==> src/rtl/country_road_sensor.sv <==
// ---------------------------------------------------------------------------
// country_road_sensor
//
// Vehicle-detector front end for the highway / country-road intersection
// controller. Cleans up the raw inductive-loop level, counts country-road
// vehicles that arrive, retires them while the country road shows green, and
// raises the controller's car-present request `x` while anyone is waiting.
// It also watches the controller's own light outputs and latches a sticky
// flag if they ever show an illegal combination.
//
// Light encoding (both roads): 00 red, 01 yellow, 10 green, 11 illegal.
//
// Ports:
//   clk           in   1   clock, all state updates on the rising edge
//   rst           in   1   synchronous, active-high reset
//   loop_raw      in   1   asynchronous raw loop level, 1 = vehicle on loop
//   highway       in   2   controller highway light
//   country_road  in   2   controller country-road light
//   x             out  1   registered vehicle-waiting request
//   queue_count   out  QW  registered count of waiting vehicles (saturating)
//   conflict      out  1   sticky registered illegal-light flag
//
// Parameters:
//   DEBOUNCE_CYCLES   cycles the synchronized level must disagree with the
//                     debounced level before the debounced level flips (>=1)
//   DEPART_CYCLES     country-green cycles per vehicle departure (>=1)
//   QW                queue counter width
//   MAX_GREEN_CYCLES  country-green budget, used only with CR_MAX_GREEN_EN
//
// Build option:
//   CR_MAX_GREEN_EN   when defined, a green timer caps each country-green
//                     service at MAX_GREEN_CYCLES and then withdraws the
//                     request so the highway gets a turn. When undefined the
//                     country road keeps green for as long as cars remain.
//
// Every output comes straight from a flop; no input reaches an output
// combinationally.
// ---------------------------------------------------------------------------
module country_road_sensor #(
   parameter int DEBOUNCE_CYCLES  = 4,
   parameter int DEPART_CYCLES    = 3,
   parameter int QW               = 4,
   parameter int MAX_GREEN_CYCLES = 16
) (
   input  logic          clk,
   input  logic          rst,
   input  logic          loop_raw,
   input  logic [1:0]    highway,
   input  logic [1:0]    country_road,
   output logic          x,
   output logic [QW-1:0] queue_count,
   output logic          conflict
);

   localparam int SW = $clog2(DEBOUNCE_CYCLES + 1);
   localparam int DW = $clog2(DEPART_CYCLES + 1);
   localparam logic [QW-1:0] QMAX = {QW{1'b1}};

   localparam logic [1:0] RED   = 2'b00;
   localparam logic [1:0] GREEN = 2'b10;
   localparam logic [1:0] BAD   = 2'b11;

   typedef enum logic [1:0] {
      S_IDLE,     // nobody waiting, no request
      S_WAIT,     // vehicles waiting, request raised
      S_SERVE,    // country green, vehicles leaving
      S_HOLDOFF   // request withdrawn until the country road is red again
   } state_t;

   // ------------------------------------------------------------------------
   // Registers
   // ------------------------------------------------------------------------
   logic          sync1_q, sync2_q;
   logic          deb_q, deb_d;
   logic          deb_prev_q;
   logic [SW-1:0] stab_q, stab_d;
   logic          arrival_q;
   logic [DW-1:0] dep_q, dep_d;
   logic [QW-1:0] queue_q, queue_d;
   state_t        state_q, state_d;
   logic          x_q;
   logic          conflict_q, conflict_d;

   // ------------------------------------------------------------------------
   // Combinational helpers
   // ------------------------------------------------------------------------
   logic illegal;
   logic cr_green;
   logic counting;
   logic dep_wrap;
   logic depart;
   logic green_expired;

   // Any simultaneous non-red pair, or an 11 code on either road, is illegal.
   assign illegal = (highway == BAD) || (country_road == BAD) ||
                    ((highway != RED) && (country_road != RED));

   // The flag must act in the very cycle the bad lights are seen, so the rest
   // of the logic looks at the next value rather than the registered one.
   assign conflict_d = conflict_q | illegal;

   assign cr_green = (country_road == GREEN);

   // Service time only accrues while we are actually serving on green and the
   // lights are sane.
   assign counting = (state_q == S_SERVE) && cr_green && !conflict_d;
   assign dep_wrap = counting && (dep_q == DW'(DEPART_CYCLES - 1));
   assign depart   = dep_wrap && (queue_q != '0);

   // ------------------------------------------------------------------------
   // Debounce: flip only after DEBOUNCE_CYCLES consecutive disagreements
   // ------------------------------------------------------------------------
   // NOTE: every variable written in an always_comb gets a default first, so
   // no path leaves it unassigned and no latch is inferred.
   always_comb begin
      deb_d  = deb_q;
      stab_d = '0;
      if (sync2_q != deb_q) begin
         if (stab_q == SW'(DEBOUNCE_CYCLES - 1)) begin
            deb_d  = sync2_q;
            stab_d = '0;
         end else begin
            stab_d = stab_q + 1'b1;
         end
      end
   end

   // ------------------------------------------------------------------------
   // Departure timer: wraps every DEPART_CYCLES green cycles; frozen while a
   // conflict is flagged, cleared whenever we are not serving on green.
   // ------------------------------------------------------------------------
   always_comb begin
      dep_d = dep_q;
      if (!conflict_d) begin
         if (counting) begin
            dep_d = dep_wrap ? '0 : dep_q + 1'b1;
         end else begin
            dep_d = '0;
         end
      end
   end

   // ------------------------------------------------------------------------
   // Queue arithmetic: saturating up, never below zero, arrival and departure
   // in the same cycle cancel.
   // ------------------------------------------------------------------------
   always_comb begin
      queue_d = queue_q;
      if (arrival_q && !depart) begin
         if (queue_q != QMAX) begin
            queue_d = queue_q + 1'b1;
         end
      end else if (depart && !arrival_q) begin
         queue_d = queue_q - 1'b1;
      end
   end

   // ------------------------------------------------------------------------
   // Optional green budget
   // ------------------------------------------------------------------------
`ifdef CR_MAX_GREEN_EN
   localparam int GW = $clog2(MAX_GREEN_CYCLES + 1);

   logic [GW-1:0] green_q, green_d;

   always_comb begin
      green_d = green_q;
      if (!conflict_d) begin
         green_d = counting ? green_q + 1'b1 : '0;
      end
   end

   assign green_expired = counting && (green_q == GW'(MAX_GREEN_CYCLES - 1));

   always_ff @(posedge clk) begin
      if (rst) begin
         green_q <= '0;
      end else begin
         green_q <= green_d;
      end
   end
`else
   // Without the budget the green service never times out.
   logic unused_max_green;
   assign unused_max_green = (MAX_GREEN_CYCLES > 0);
   assign green_expired    = 1'b0;
`endif

   // ------------------------------------------------------------------------
   // Next state
   // ------------------------------------------------------------------------
   always_comb begin
      state_d = state_q;
      if (!conflict_d) begin
         unique case (state_q)
            S_IDLE: begin
               if (queue_q != '0) state_d = S_WAIT;
            end
            S_WAIT: begin
               if (cr_green) state_d = S_SERVE;
            end
            S_SERVE: begin
               // Drop the request on the same edge the last car leaves, or
               // when the green budget runs out with cars still queued.
               if ((depart && (queue_d == '0)) || green_expired) begin
                  state_d = S_HOLDOFF;
               end else if (!cr_green) begin
                  state_d = (queue_q != '0) ? S_WAIT : S_HOLDOFF;
               end
            end
            S_HOLDOFF: begin
               // Stay quiet through country yellow; re-arm only once the
               // country road is red and the highway has been given the road.
               if ((country_road == RED) && (highway != RED)) begin
                  state_d = (queue_q != '0) ? S_WAIT : S_IDLE;
               end
            end
            default: state_d = S_IDLE;
         endcase
      end
   end

   // ------------------------------------------------------------------------
   // State registers
   // ------------------------------------------------------------------------
   // NOTE: sequential state uses non-blocking assignments only, so every flop
   // samples the pre-edge values regardless of statement order.
   always_ff @(posedge clk) begin
      // NOTE: the reset is synchronous; every flop here is plain control
      // state and is cleared, so a mid-run reset also discards the queue.
      if (rst) begin
         sync1_q    <= 1'b0;
         sync2_q    <= 1'b0;
         deb_q      <= 1'b0;
         deb_prev_q <= 1'b0;
         stab_q     <= '0;
         arrival_q  <= 1'b0;
         dep_q      <= '0;
         queue_q    <= '0;
         state_q    <= S_IDLE;
         x_q        <= 1'b0;
         conflict_q <= 1'b0;
      end else begin
         // Two-flop synchronizer for the asynchronous loop level.
         sync1_q    <= loop_raw;
         sync2_q    <= sync1_q;

         deb_q      <= deb_d;
         stab_q     <= stab_d;
         deb_prev_q <= deb_q;
         // One-cycle pulse on each debounced rising edge.
         arrival_q  <= deb_q & ~deb_prev_q;

         dep_q      <= dep_d;
         queue_q    <= queue_d;
         state_q    <= state_d;
         conflict_q <= conflict_d;

         // Request is decoded from the next state so it moves on the same
         // edge as the transition; a conflict always silences it.
         x_q <= !conflict_d && ((state_d == S_WAIT) || (state_d == S_SERVE));
      end
   end

   assign x           = x_q;
   assign queue_count = queue_q;
   assign conflict    = conflict_q;

endmodule

==> config.mk <==
export PLATFORM = sky130hd
export DESIGN_NAME = country_road_sensor
export DESIGN_NICKNAME = d
export VERILOG_FILES = /design/src/rtl/country_road_sensor.sv
export SDC_FILE = /design/constraint.sdc
export NUM_CORES = 1
export LEC_CHECK = 0
export ABC_CLOCK_PERIOD_IN_PS = 1700
export BUFFER_PORTS_ARGS = -buffer_cell sky130_fd_sc_hd__buf_2
export CORE_MARGIN = 2
export CORE_UTILIZATION = 35
export CTS_BUF_LIST = sky130_fd_sc_hd__clkbuf_8
export CTS_CLUSTER_DIAMETER = 100
export DETAILED_ROUTE_END_ITERATION = 12
export PLACE_DENSITY = 0.63
export SYNTH_ARGS = -nofsm -noshare
export SYNTH_HDL_FRONTEND = slang
export SYNTH_SLANG_ARGS = --single-unit
==> constraint.sdc <==
create_clock -name clk -period 1.7 [get_ports clk]
set_clock_uncertainty 0.05 [all_clocks]
set_input_delay 0.425 -clock clk [delete_from_list [all_inputs] [get_ports clk]]
set_output_delay 0.425 -clock clk [all_outputs]
set_load 0.02 [all_outputs]
* After elaboration in Yosys (flattened, before gate mapping)
Index checks and enable logic that the tools add are counted.
** Cells by class
- $add $sub $neg :: 4
- Equal/unequal tests :: 12
- Mux-type cells :: 14
- Bitwise operators :: 4
- Reduce and logical (&&, ||, !) cells :: 24
** Operators with widths (number)
- 2-to-1 mux 2 bit :: 9
- equality test 2 bit (second input constant) :: 7
- 2-to-1 mux 4 bit :: 3
- logical AND 1 bit :: 10
- one-hot mux 2 bit (4 select lines) :: 1
- adder 4 x 1 -> 4 bit (second input constant) :: 1
- equality test 2 x 1 -> 1 bit (second input constant) :: 2
- logical NOT 2 bit :: 2
- logical NOT 4 bit :: 1
- inequality test 4 bit (second input constant) :: 1
- nonzero test 2 bit :: 2
- nonzero test 4 bit :: 1
- subtractor 4 x 1 -> 4 bit (second input constant) :: 1
- adder 3 x 1 -> 3 bit (second input constant) :: 1
- equality test 3 x 2 -> 1 bit (second input constant) :: 1
- logical NOT 1 bit :: 3
- logical OR 1 bit :: 3
- OR reduction 3 bit :: 1
- adder 2 x 1 -> 2 bit (second input constant) :: 1
- NOT 1 bit :: 2
- AND reduction 2 bit :: 1
- AND 1 bit :: 1
- 2-to-1 mux 1 bit :: 1
- inequality test 1 bit :: 1
- OR 1 bit :: 1
** Storage, ports and cells
- Flip-flop bits (word level) :: 18
- Input bits :: 7
- Output and inout bits :: 6
- Logic and storage cells :: 69

* Longest topological paths before layout
Gate-level depths: netlist of run 1.
- Depth after elaboration :: 19
- Mapped depth :: 7
- Depth with buffers taken out :: 7

* Least setup slack after synthesis of run 1
OpenSTA, ideal clock, no wires.
- Path type :: register to register
- Start :: register queue_q[0] (netlist: queue_count[0])
- End :: register queue_q[0] (netlist: queue_count[0])
- Library setup time :: 0.130 ns
- Arrival :: 1.741 ns
- Required time :: 1.520 ns
- Setup slack :: -0.221 ns
- Cell stages (with the launch flop) :: 8
- Path buffers :: 0
- Clock period less this slack :: 1.921 ns
- Cell sequence :: dfxtp_1 -> inv_1 -> ha_1 -> nor3b_4 -> nand4b_1 -> and3_1 -> nor3_1 -> nor3_2
** On the way
- Word-level cells in the longest chain between the ends :: 5
- Elaborated cells between the ends (all ways) :: 11
- Classes of those cells :: add/sub (2); eq/ne (1); mux (3); reduce/logical (5)
** RTL lines
- from (decl) :: RTL line 79 : logic [QW-1:0] queue_q, queue_d;
- from (signal assigned) :: RTL line 255 : queue_q <= queue_d;
- parallel branches: the longest is 4 deep, another holds subtractor 4 x 1 -> 4 bit
- 2-to-1 mux 4 bit * :: RTL line 149 : if (arrival_q && !depart) begin
Mark *: on every way between the ends.
A chain may end at the register's enable or synchronous reset.

* Worst setup path in the final report of run 1
Same ends and word-level chain as after synthesis.

==> results of run 1 <==
==> power groups by stage <==
stage	combinational (W)	sequential [W]	clock, W
after floorplan	0.0000233	0.000439	0
after global placement	0.0000540	0.000437	0
after detailed placement	0.0000560	0.000437	0
after CTS	0.0000567	0.000427	0.000317
after global routing	0.0000624	0.000427	0.000340
final	0.0000570	0.000427	0.000306
==> critical path: cells and delay by family, from the launching register on <==
family                   cells  cell delay [ps]
flip-flops                   1              360
AO/OA/AOI/OAI                1              170
adder cells (fa/ha/maj)      1              150
AND/OR/NAND/NOR              4              850
buffers and inverters        1               30
==> metrics by stage <==
stage / hold WS [ps] / instances
after floorplan: 317 / 117
after global placement: 322 / 169
after detailed placement: 332 / 169
after CTS: 334 / 174
after global routing: 333 / 174
final: 334 / 174
==> cells by family (layout without fill, tap and decap cells) <==
kind of cell,after synthesis,in the layout,synth area share (%)
adder cells (fa/ha/maj),4,4,5.05
flip-flops,18,18,36.4
AO/OA/AOI/OAI,23,23,16.2
multiplexers,3,3,3.03
XOR/XNOR,1,1,0.884
AND/OR/NAND/NOR,57,57,34.1
buffers and inverters,11,37,4.42
==> final timing paths <==
| check | to | depth (start not counted) | slack, ps | start |
|---|---|---|---|---|
| max | queue_count[0] | 7 | 9 | queue_count[0] |
| min | sync1_q | 2 | 330 | loop_raw |
| max reg2reg | queue_count[0] | 7 | 9 | queue_count[0] |
| min reg2reg | arrival_q | 1 | 340 | deb_prev_q |
==> layer usage <==
layer | up-vias | global-route usage [%] | share of wire (%)
li1 | 473 | - | -
met1 | 437 | 18.8 | 44
met2 | 16 | 25.1 | 50
met3 | 8 | 3.40 | 3.6
met4 | 0 | 5.98 | 2.3
met5 | - | 0 | 0
==> flip-flops by register name, indices dropped and copies added (netlist names) <==
name	cells
dep_q	2
deb_prev_q	1
sync1_q	1
deb_q	1
stab_q	3
conflict	1
state_q	2
arrival_q	1
sync2_q	1
queue_count	4
x	1
==> cell type report <==
class	count	area, sq um
fill	277	1450
multi-input combinational	88	634
sequential	18	369
timing repair buffer	26	165
clock buffer	3	41.3
tap	31	38.8
inverter	7	28.8
clock inverter	1	3.75
==> timing repair <==
item,CTS,global route
pin swaps,4,7
buffers inserted,1,0
resized for setup,4,7
endpoints found under the setup margin,3,5
==> placed cells by master, fill, tap and decap left out, drive strengths merged, types with 2 or more instances in the layout <==
cell,synthesis,final
o21ai,3,3
nor4b,2,2
or3,2,2
and3,2,2
nand4b,2,2
nor3b,3,3
nand2b,3,3
mux2i,3,3
buf,2,26
nand3,4,4
dfxtp,18,18
a21oi,6,6
inv,7,7
nand2,7,7
ha,4,4
nor2,15,15
nor2b,8,8
nor3,5,5
a211oi,3,3
clkbuf,2,3
o22ai,3,3
a211o,2,2
==> results.toml, run 1 <==
[finish]
area_growth_syn_to_layout_pct = 29.3
antenna_fix_cells = 0
fin_util_pct = 46.9
drive_above_1_share_pct = 32.2
finish.instance_area_sq_um = 1280
final_nets = 155

[setup_path]
worstSetupStartpointType = "register"
crit_arrival_ps = 1820
timing.critical_path.cells = "inv_4 -> ha_4 -> nor3b_4 -> nand4b_1 -> and3_4 -> o21a_1 -> nor3_2"
critPathMaxStageDelay_ps = 360
worst-endpoint-required_ps = 1830
path_class = "reg2reg"
critical_path.max_fanout = 6
cpMaxStageDelayCell = "dfxtp_4"
end_kind = "register"

[floorplanning]
start_util_pct = 36.2
floorplan.die.height_um = 57.2
coreArea_sq_um = 2730
floorplan.die_area_sq_um = 3270
horizontal_extent_of_the_die_um = 57.2
floorplan.rows = 19
num_io_pins = 13

[worst_hold_path]
hold_path.class = "in2reg"

[power]
p_clk_share_pct = 38.8
p_sw_w = 0.000181
report.power.total_w = 0.000790
power.ir.vdd_worst_v = 0.000546
p_int_w = 0.000610
seq_power_share_pct = 54.0
switching_share_pct = 22.9
pwr-share-comb_pct = 7.2
power_density_nw_per_um2 = 617
power_leakage_nw = 0.536

[sta]
period_needed_ps = 1690
post-route-worst-setup-slack_ps = 9.09
post-route-period-util_pct = 99.5
report.final.hold_viol_count = 0
maxClockFrequency_ghz = 0.591
post_route_setup_tns_ps = 0
finalMaxSlewViolations = 0
grt_setup_unrepaired = "true"
final-setup-viol-count = 0
relSlewSlack_pct = 75.1
worstMarginPinSlew_ps = 372

[cts]
insertion_delay_ps = 260
cts.clk_slew.worst_paths_ps = 70
count_of_clock_tree_sinks = 18
cts_hold_repair.buffers = 0
cts_root_buffer = "clkbuf_8"
cts_tree = "done"
clock_path_buffers = 2
cts_buffers = 3
htree_levels = 1

[placement]
place_congestion = 0.838
port_buffers = 12
place_area_sq_um = 1190
detailed_place_hpwl_um = 1620
detailedPlace.worstSlack_ps = -142

[route]
post-route-drc-count = 0
detail-route-antenna-nets = 0
initial_drt_markers = 14
routedWlPerCell_um = 12.4
first_pass_iteration_count_of_the_detailed_router = 4
routed_wirelength_um = 2150
num_vias = 934
via_per_inst = 5.37

[global_route]
grt_start_max_net_pins = 16
globalRouteOverflowTotal = 0
grt_pass1_wl_um = 3800
grt.total_usage_pct = 15.0
antenna_violations_before_repair = 0
grt_pass1_vias = 878

[logic_synthesis]
yosys-top-cells-count = "18 x dfxtp_1, 15 x nor2_1, 8 x nor2b_1, 7 x inv_1, 7 x nand2_1"
syn-num-nets = 128
synth_edf_count = 0
synth_seq_area_share_pct = 36.4
synth_area_leaders = "dfxtp_1 36%, nor2_1 5.7%, ha_1 5.1%, nor2b_1 5.1%, a21oi_1 3.0%"
post-synth-top-area-fraction_pct = 36.4
yosys.cell_types.count = 36
synth-main-ff-cell = "dfxtp_1"
synth_async_sr_flop_share_pct = 0
synth_seq_cells = 18
synth-warning-count = 0
synthDominantAreaCellType = "dfxtp_1"
netlist_area_sq_um = 991
post-synth-top-count-cell = "dfxtp_1"
synthesis.area_per_instance_sq_um = 8.47
synthesis.instances = 117

[run]
drv.max_cap_violation_count = 0

[status]
run_status = "finished, final reports clean"
Note: power is estimated with default switching activity, not from simulation.
==> inputs of run 2 (changes only) <==
--- a/config.mk
+++ b/config.mk
@@ -5,6 +5,7 @@
 export SDC_FILE = /design/constraint.sdc
 export NUM_CORES = 1
 export LEC_CHECK = 0
+export ABC_AREA = 1
 export ABC_CLOCK_PERIOD_IN_PS = 1700
 export BUFFER_PORTS_ARGS = -buffer_cell sky130_fd_sc_hd__buf_2
 export CORE_MARGIN = 2
==> constraint.sdc (replaced) <==
create_clock -name clk -period 1.7 [get_ports clk]
set_clock_uncertainty 0.05 [all_clocks]
set_input_delay 0.51 -clock clk [delete_from_list [all_inputs] [get_ports clk]]
set_output_delay 0.51 -clock clk [all_outputs]
set_load 0.02 [all_outputs]
==> run 2 against run 1 <==
Net effect:
- the run now ends with negative setup slack left
- fmax fell by 14%
- largest cell class unchanged
- clock power fell by 7.2%
- hold slack improved by 16 ps
- sequential cell count did not move
- cell area rose by 23%
- combinational power barely moved
==> results.toml, run 2 <==
[setup_path]
end_kind = "register"
worstSetupStartpointType = "register"
path_class = "reg2reg"
crit-reg2reg-launch = "queue_count[0]"
critPathMaxStageDelay_ps = 390
worst-endpoint-required_ps = 1800
reg2reg_slack_ps = -260
crit_arrival_ps = 2050
cpMaxStageDelayCell = "dfxtp_4"
critical_path.max_fanout = 6
timing.critical_path.cells = "inv_4 -> ha_4 -> a21oi_4 -> inv_2 -> nor2_8 -> buf_4 -> o211ai_1 -> nor2_1 -> nand2_1 -> nand2_1 -> nand2_1 -> nand2_1 -> nand2_2 -> nand2_2 -> nand2_2 -> nand2_2 -> nor2_2"
crit-reg2reg-capture = "x"
worst_r2r_path_depth = 17

[run]
drv.max_cap_violation_count = 0

[finish]
area_growth_syn_to_layout_pct = 52.0
antenna_fix_cells = 0
most_common_cell_after_layout_fill_and_taps_aside = "buf_4"
most-common-layout-cells = "33 x buf_4, 29 x nand2_1, 22 x inv_1, 14 x dfxtp_1"
drive_above_1_share_pct = 44.7
final_nets = 209
flip_flop_count_of_the_largest_register_all_copies_and_words_added = 4

[logic_synthesis]
synth_seq_area_share_pct = 34.7
yosys-top-cells-count = "33 x nand2_1, 23 x inv_1, 18 x dfxtp_1, 15 x nand3_1, 14 x nor2_1"
synth-warning-count = 0
yosys.cell_types.count = 25
synth_seq_cells = 18
syn-num-nets = 159
netlist_area_sq_um = 1040
synth_area_leaders = "dfxtp_1 35%, nand2_1 12%, inv_1 8.3%, nand3_1 7.2%, nor2_1 5.1%"
synth-main-ff-cell = "dfxtp_1"
synthesis.instances = 148
synthesis.area_per_instance_sq_um = 7.03
xor_xnor_portion_of_the_synthesized_cell_area_pct = 1.68
synth-simple-area-share_pct = 35.4
synth_top_family_by_area = "simple AND/OR/NAND/NOR gates"
post-synth-top-count-cell = "nand2_1"
synth.mux.area_fraction_pct = 0
synth_async_sr_flop_share_pct = 0
synthDominantAreaCellType = "dfxtp_1"
post-synth-top-area-fraction_pct = 34.7
synth_compound_area_share_pct = 13.7
synth_adder_area_share_pct = 4.81
synth_edf_count = 0

[sta]
finalMaxSlewViolations = 0
report.final.hold_viol_count = 0
final-setup-viol-count = 3
grt_setup_unrepaired = "true"
period_needed_ps = 1960
worstMarginPinSlew_ps = 433
post-route-period-util_pct = 115
relSlewSlack_pct = 70.8
post-route-worst-setup-slack_ps = -257
post_route_setup_tns_ps = -495
maxClockFrequency_ghz = 0.511

[route]
num_vias = 1075
routed_wirelength_um = 2430
routedWlPerCell_um = 10.7
detail-route-antenna-nets = 0
post-route-drc-count = 0
initial_drt_markers = 30
via_per_inst = 4.71
first_pass_iteration_count_of_the_detailed_router = 4

[cts]
clock_path_buffers = 2
cts_buffers = 3
insertion_delay_ps = 240
cts_root_buffer = "clkbuf_8"
cts_tree = "done"
count_of_clock_tree_sinks = 18
htree_levels = 1
cts.clk_slew.worst_paths_ps = 60

[floorplanning]
floorplan.die.height_um = 58.5
coreArea_sq_um = 2780
horizontal_extent_of_the_die_um = 58.5
floorplan.rows = 19
num_io_pins = 13
start_util_pct = 37.4
floorplan.die_area_sq_um = 3420

[power]
power_leakage_nw = 0.728
power.ir.vdd_worst_v = 0.000510
report.power.total_w = 0.000767
power_density_nw_per_um2 = 485

[worst_hold_path]
min_delay_worst_endpoint = "arrival_q"
hold_path.class = "reg2reg"
whs_path_depth = 1
worstHoldStart = "deb_prev_q"

[status]
run_status = "complete, but fails checks"
violated_checks = "negative setup slack"

[placement]
detailedPlace.worstSlack_ps = -458
place_congestion = 0.808
port_buffers = 12
detailed_place_hpwl_um = 1800

[global_route]
grt_start_max_net_pins = 16
grt_pass1_wl_um = 4060
grt_pass1_vias = 1033
antenna_violations_before_repair = 0
grt.total_usage_pct = 15.1
globalRouteOverflowTotal = 0
## run 2: cell types whose count changed in the layout (fill, tap and decap cells not counted), sizes merged, moves of 8 or more
cell / change
nor2b: -8
nand3: +12
buf: +20
inv: +20
nand2: +31
## run 2: metrics by stage
step / cell area (sq um) / utilization, % / std cells / hold WS, ps
floorplan: 1100 / - / 148 / 326
global route: 1580 / 56.8 / 228 / 367
global placement: 1400 / 50.2 / 217 / 333
detailed placement: 1400 / 50.2 / 217 / 346
CTS: 1490 / 53.4 / 225 / 355
finish: 1580 / 56.8 / 228 / 351
## run 2: worst max path at each step
| stage | from | end | slack (ps) | depth (start not counted) |
|---|---|---|---|---|
| 2_1_floorplan | country_road[1] | x | -160 | 18 |
| 3_3_place_gp | country_road[1] | x | -400 | 19 |
| 3_5_place_dp | country_road[1] | x | -460 | 19 |
| 4_1_cts | queue_count[1] | x | -220 | 18 |
| 5_1_grt | queue_count[1] | x | -450 | 18 |
| 6_report | queue_count[0] | x | -260 | 17 |
## run 2: what timing repair did
| item | 4_1_cts | 5_1_grt |
|---|---|---|
| hold buffers | 0 | 0 |
| resized for setup | 5 | 16 |
| buffers inserted | 4 | 5 |
| pin swaps | 4 | 7 |
| endpoints found under the setup margin | 2 | 4 |
## run 2: cells by family after synthesis
family	after synthesis
AOI/OAI and AO/OA	22
xor gates and xnor gates	2
adders and majority gates	4
buffers and inverters	27
DFF	18
and+or+nand+nor	75
## run 2: cell type report
| class | count | area [sq um] |
|---|---|---|
| Tap cell | 31 | 38.8 |
| Fill cell | 264 | 1200 |
| Inverter | 26 | 103 |
| Sequential cell | 18 | 370 |
| Clock buffer | 3 | 41.3 |
| Clock inverter | 1 | 3.75 |
| Multi-Input combinational cell | 103 | 704 |
| Timing Repair Buffer | 46 | 319 |
## run 2: per-layer routing
metal | GRT usage (%) | part of all wire [%]
met1 | 17.9 | 46
met2 | 27.4 | 51
met3 | 1.98 | 1.4
met4 | 5.98 | 1.2
met5 | 0 | 0
## run 2: report_power, final
part	internal [W]	switching, W	leakage [nW]	total [W]
clock	0.000160	0.000124	0.0269	0.000284
combinational	0.0000207	0.0000367	0.553	0.0000573
sequential	0.000424	0.00000252	0.148	0.000426
## run 2: critical path: cells and delay by family (launching register included)
| kind | cells | cell delay (ps) |
|---|---|---|
| compound gates | 2 | 260 |
| simple gates | 11 | 750 |
| buf+inv | 3 | 260 |
| fa+ha+maj | 1 | 160 |
| flops | 1 | 390 |
==> inputs of run 3 (changes only) <==
--- a/config.mk
+++ b/config.mk
@@ -13,7 +13,6 @@
 export CTS_BUF_LIST = sky130_fd_sc_hd__clkbuf_8
 export CTS_CLUSTER_DIAMETER = 100
 export DETAILED_ROUTE_END_ITERATION = 12
-export PLACE_DENSITY = 0.63
 export SYNTH_ARGS = -nofsm -noshare
 export SYNTH_HDL_FRONTEND = slang
 export SYNTH_SLANG_ARGS = --single-unit
==> run 3 against run 2 <==
Net effect:
- the flow still finishes with violations (negative setup slack)
- core utilization is 3.3 points lower
- global-route usage is 1.1 points lower
- largest cell class unchanged
- sequential cell count stayed put
- wire length is 8.1% lower
- register-to-register slack better by 70 ps
- largest power group unchanged
==> results.toml, run 3 (synthesis results as in run 2) <==
[run]
drv.max_cap_violation_count = 0

[global_route]
antenna_violations_before_repair = 0
grt_pass1_vias = 962
grt.total_usage_pct = 14.0
grt_pass1_wl_um = 3730
globalRouteOverflowTotal = 0
grt_start_max_net_pins = 16

[route]
num_vias = 1044
routed_wirelength_um = 2230
initial_drt_markers = 42
via_per_inst = 4.70
post-route-drc-count = 0
first_pass_iteration_count_of_the_detailed_router = 4
detail-route-antenna-nets = 0
routedWlPerCell_um = 10.1

[cts]
count_of_clock_tree_sinks = 18
insertion_delay_ps = 250
cts_tree = "done"
htree_levels = 1
cts_hold_repair.buffers = 0
cts_root_buffer = "clkbuf_8"
cts_buffers = 3
clock_path_buffers = 2
cts.clk_slew.worst_paths_ps = 60

[setup_path]
end_kind = "register"
path_class = "reg2reg"
crit_arrival_ps = 1990
worst-endpoint-required_ps = 1800
crit-reg2reg-launch = "queue_count[1]"
worstSetupStartpointType = "register"
cp-startpoint = "queue_count[1]"
critical_path.max_fanout = 6

[sta]
post-route-period-util_pct = 111
report.final.hold_viol_count = 0
post-route-worst-setup-slack_ps = -186
period_needed_ps = 1890
relSlewSlack_pct = 71.6
finalMaxSlewViolations = 0
post_route_setup_tns_ps = -366
final-setup-viol-count = 2
hold_slack_ps = 345
maxClockFrequency_ghz = 0.530
grt_setup_unrepaired = "true"
worstMarginPinSlew_ps = 421

[finish]
fin_util_pct = 53.5
area_growth_syn_to_layout_pct = 43.1
final_nets = 203
drive_above_1_share_pct = 40.8
multiInputGateArea_sq_um = 662
most-common-layout-cells = "30 x nand2_1, 29 x buf_4, 21 x inv_1, 15 x dfxtp_1"
most_common_cell_after_layout_fill_and_taps_aside = "nand2_1"
finish.instance_area_sq_um = 1490
flip_flop_count_of_the_largest_register_all_copies_and_words_added = 4
ff_latch_area_sq_um = 369
antenna_fix_cells = 0
n_fill_cell = 271

[floorplanning]
floorplan.rows = 19
floorplan.die.height_um = 58.5
horizontal_extent_of_the_die_um = 58.5
num_io_pins = 13
floorplan.die_area_sq_um = 3420
start_util_pct = 37.4
coreArea_sq_um = 2780

[power]
power_density_nw_per_um2 = 522
report.power.total_w = 0.000776
power.ir.vdd_worst_v = 0.000729
power_leakage_nw = 0.692

[placement]
detailed_place_hpwl_um = 1770
place_area_sq_um = 1390
port_buffers = 12
place_congestion = 0.786

[worst_hold_path]
worstHoldStart = "deb_prev_q"
hold_path.class = "reg2reg"

[status]
violated_checks = "negative setup slack"
run_status = "complete, but fails checks"
run 3: worst paths after layout:
kind | end | slack, ps | cells after the start
max | x | -190 | 18
min | arrival_q | 340 | 1
max reg2reg | x | -190 | 18
min reg2reg | arrival_q | 340 | 1
run 3: through the flow:
stage	std cells	worst slack, ps
after global placement	216	-422
final	222	-186
after floorplan	148	-157
after CTS	221	-194
after detailed placement	216	-436
after global routing	222	-303
run 3: critical path, stage by stage (launching register included):
cell and delay (ps):
dfxtp_4 360, inv_2 50, ha_4 160, a21oi_4 150
inv_2 80, nor2_8 150, nand2_4 80, nand3_2 70
nand2_1 60, nor2_1 90, nand2_1 50, nand2_1 50
nand2_1 40, nand2_1 60, nand2_2 60, nand2_1 60
nand2_1 40, nand2_1 60, nor2_2 30
run 3: repair_timing:
item | 4_1_cts | 5_1_grt
resized for setup | 5 | 7
endpoints found under the hold margin | 0 | 0
setup buffers | 1 | 1
pin swaps | 1 | 1
endpoints found under the setup margin | 2 | 3
run 3: routing by layer:
metal | share of wire, % | wire length (um) | GRT usage [%]
met5 | 0 | 0 | 0
met4 | 1.3 | 29 | 5.98
met3 | 2.4 | 53 | 1.98
met2 | 47 | 1060 | 24.1
met1 | 49 | 1100 | 17.4
run 3: report_power, final:
part	total, W	switching [W]	internal, W
sequential	0.000426	0.00000246	0.000423
combinational	0.0000559	0.0000368	0.0000191
clock	0.000294	0.000134	0.000160
total	0.000776	0.000173	0.000603
run 3: layout make-up:
cell class / count / area share (%)
sequential: 18 / 24.8
clock inverter: 1 / 0.252
clock buffer: 3 / 2.78
multi-input combinational: 103 / 44.5
timing repair buffer: 40 / 18.3
inverter: 26 / 6.73
tap: 31 / 2.61
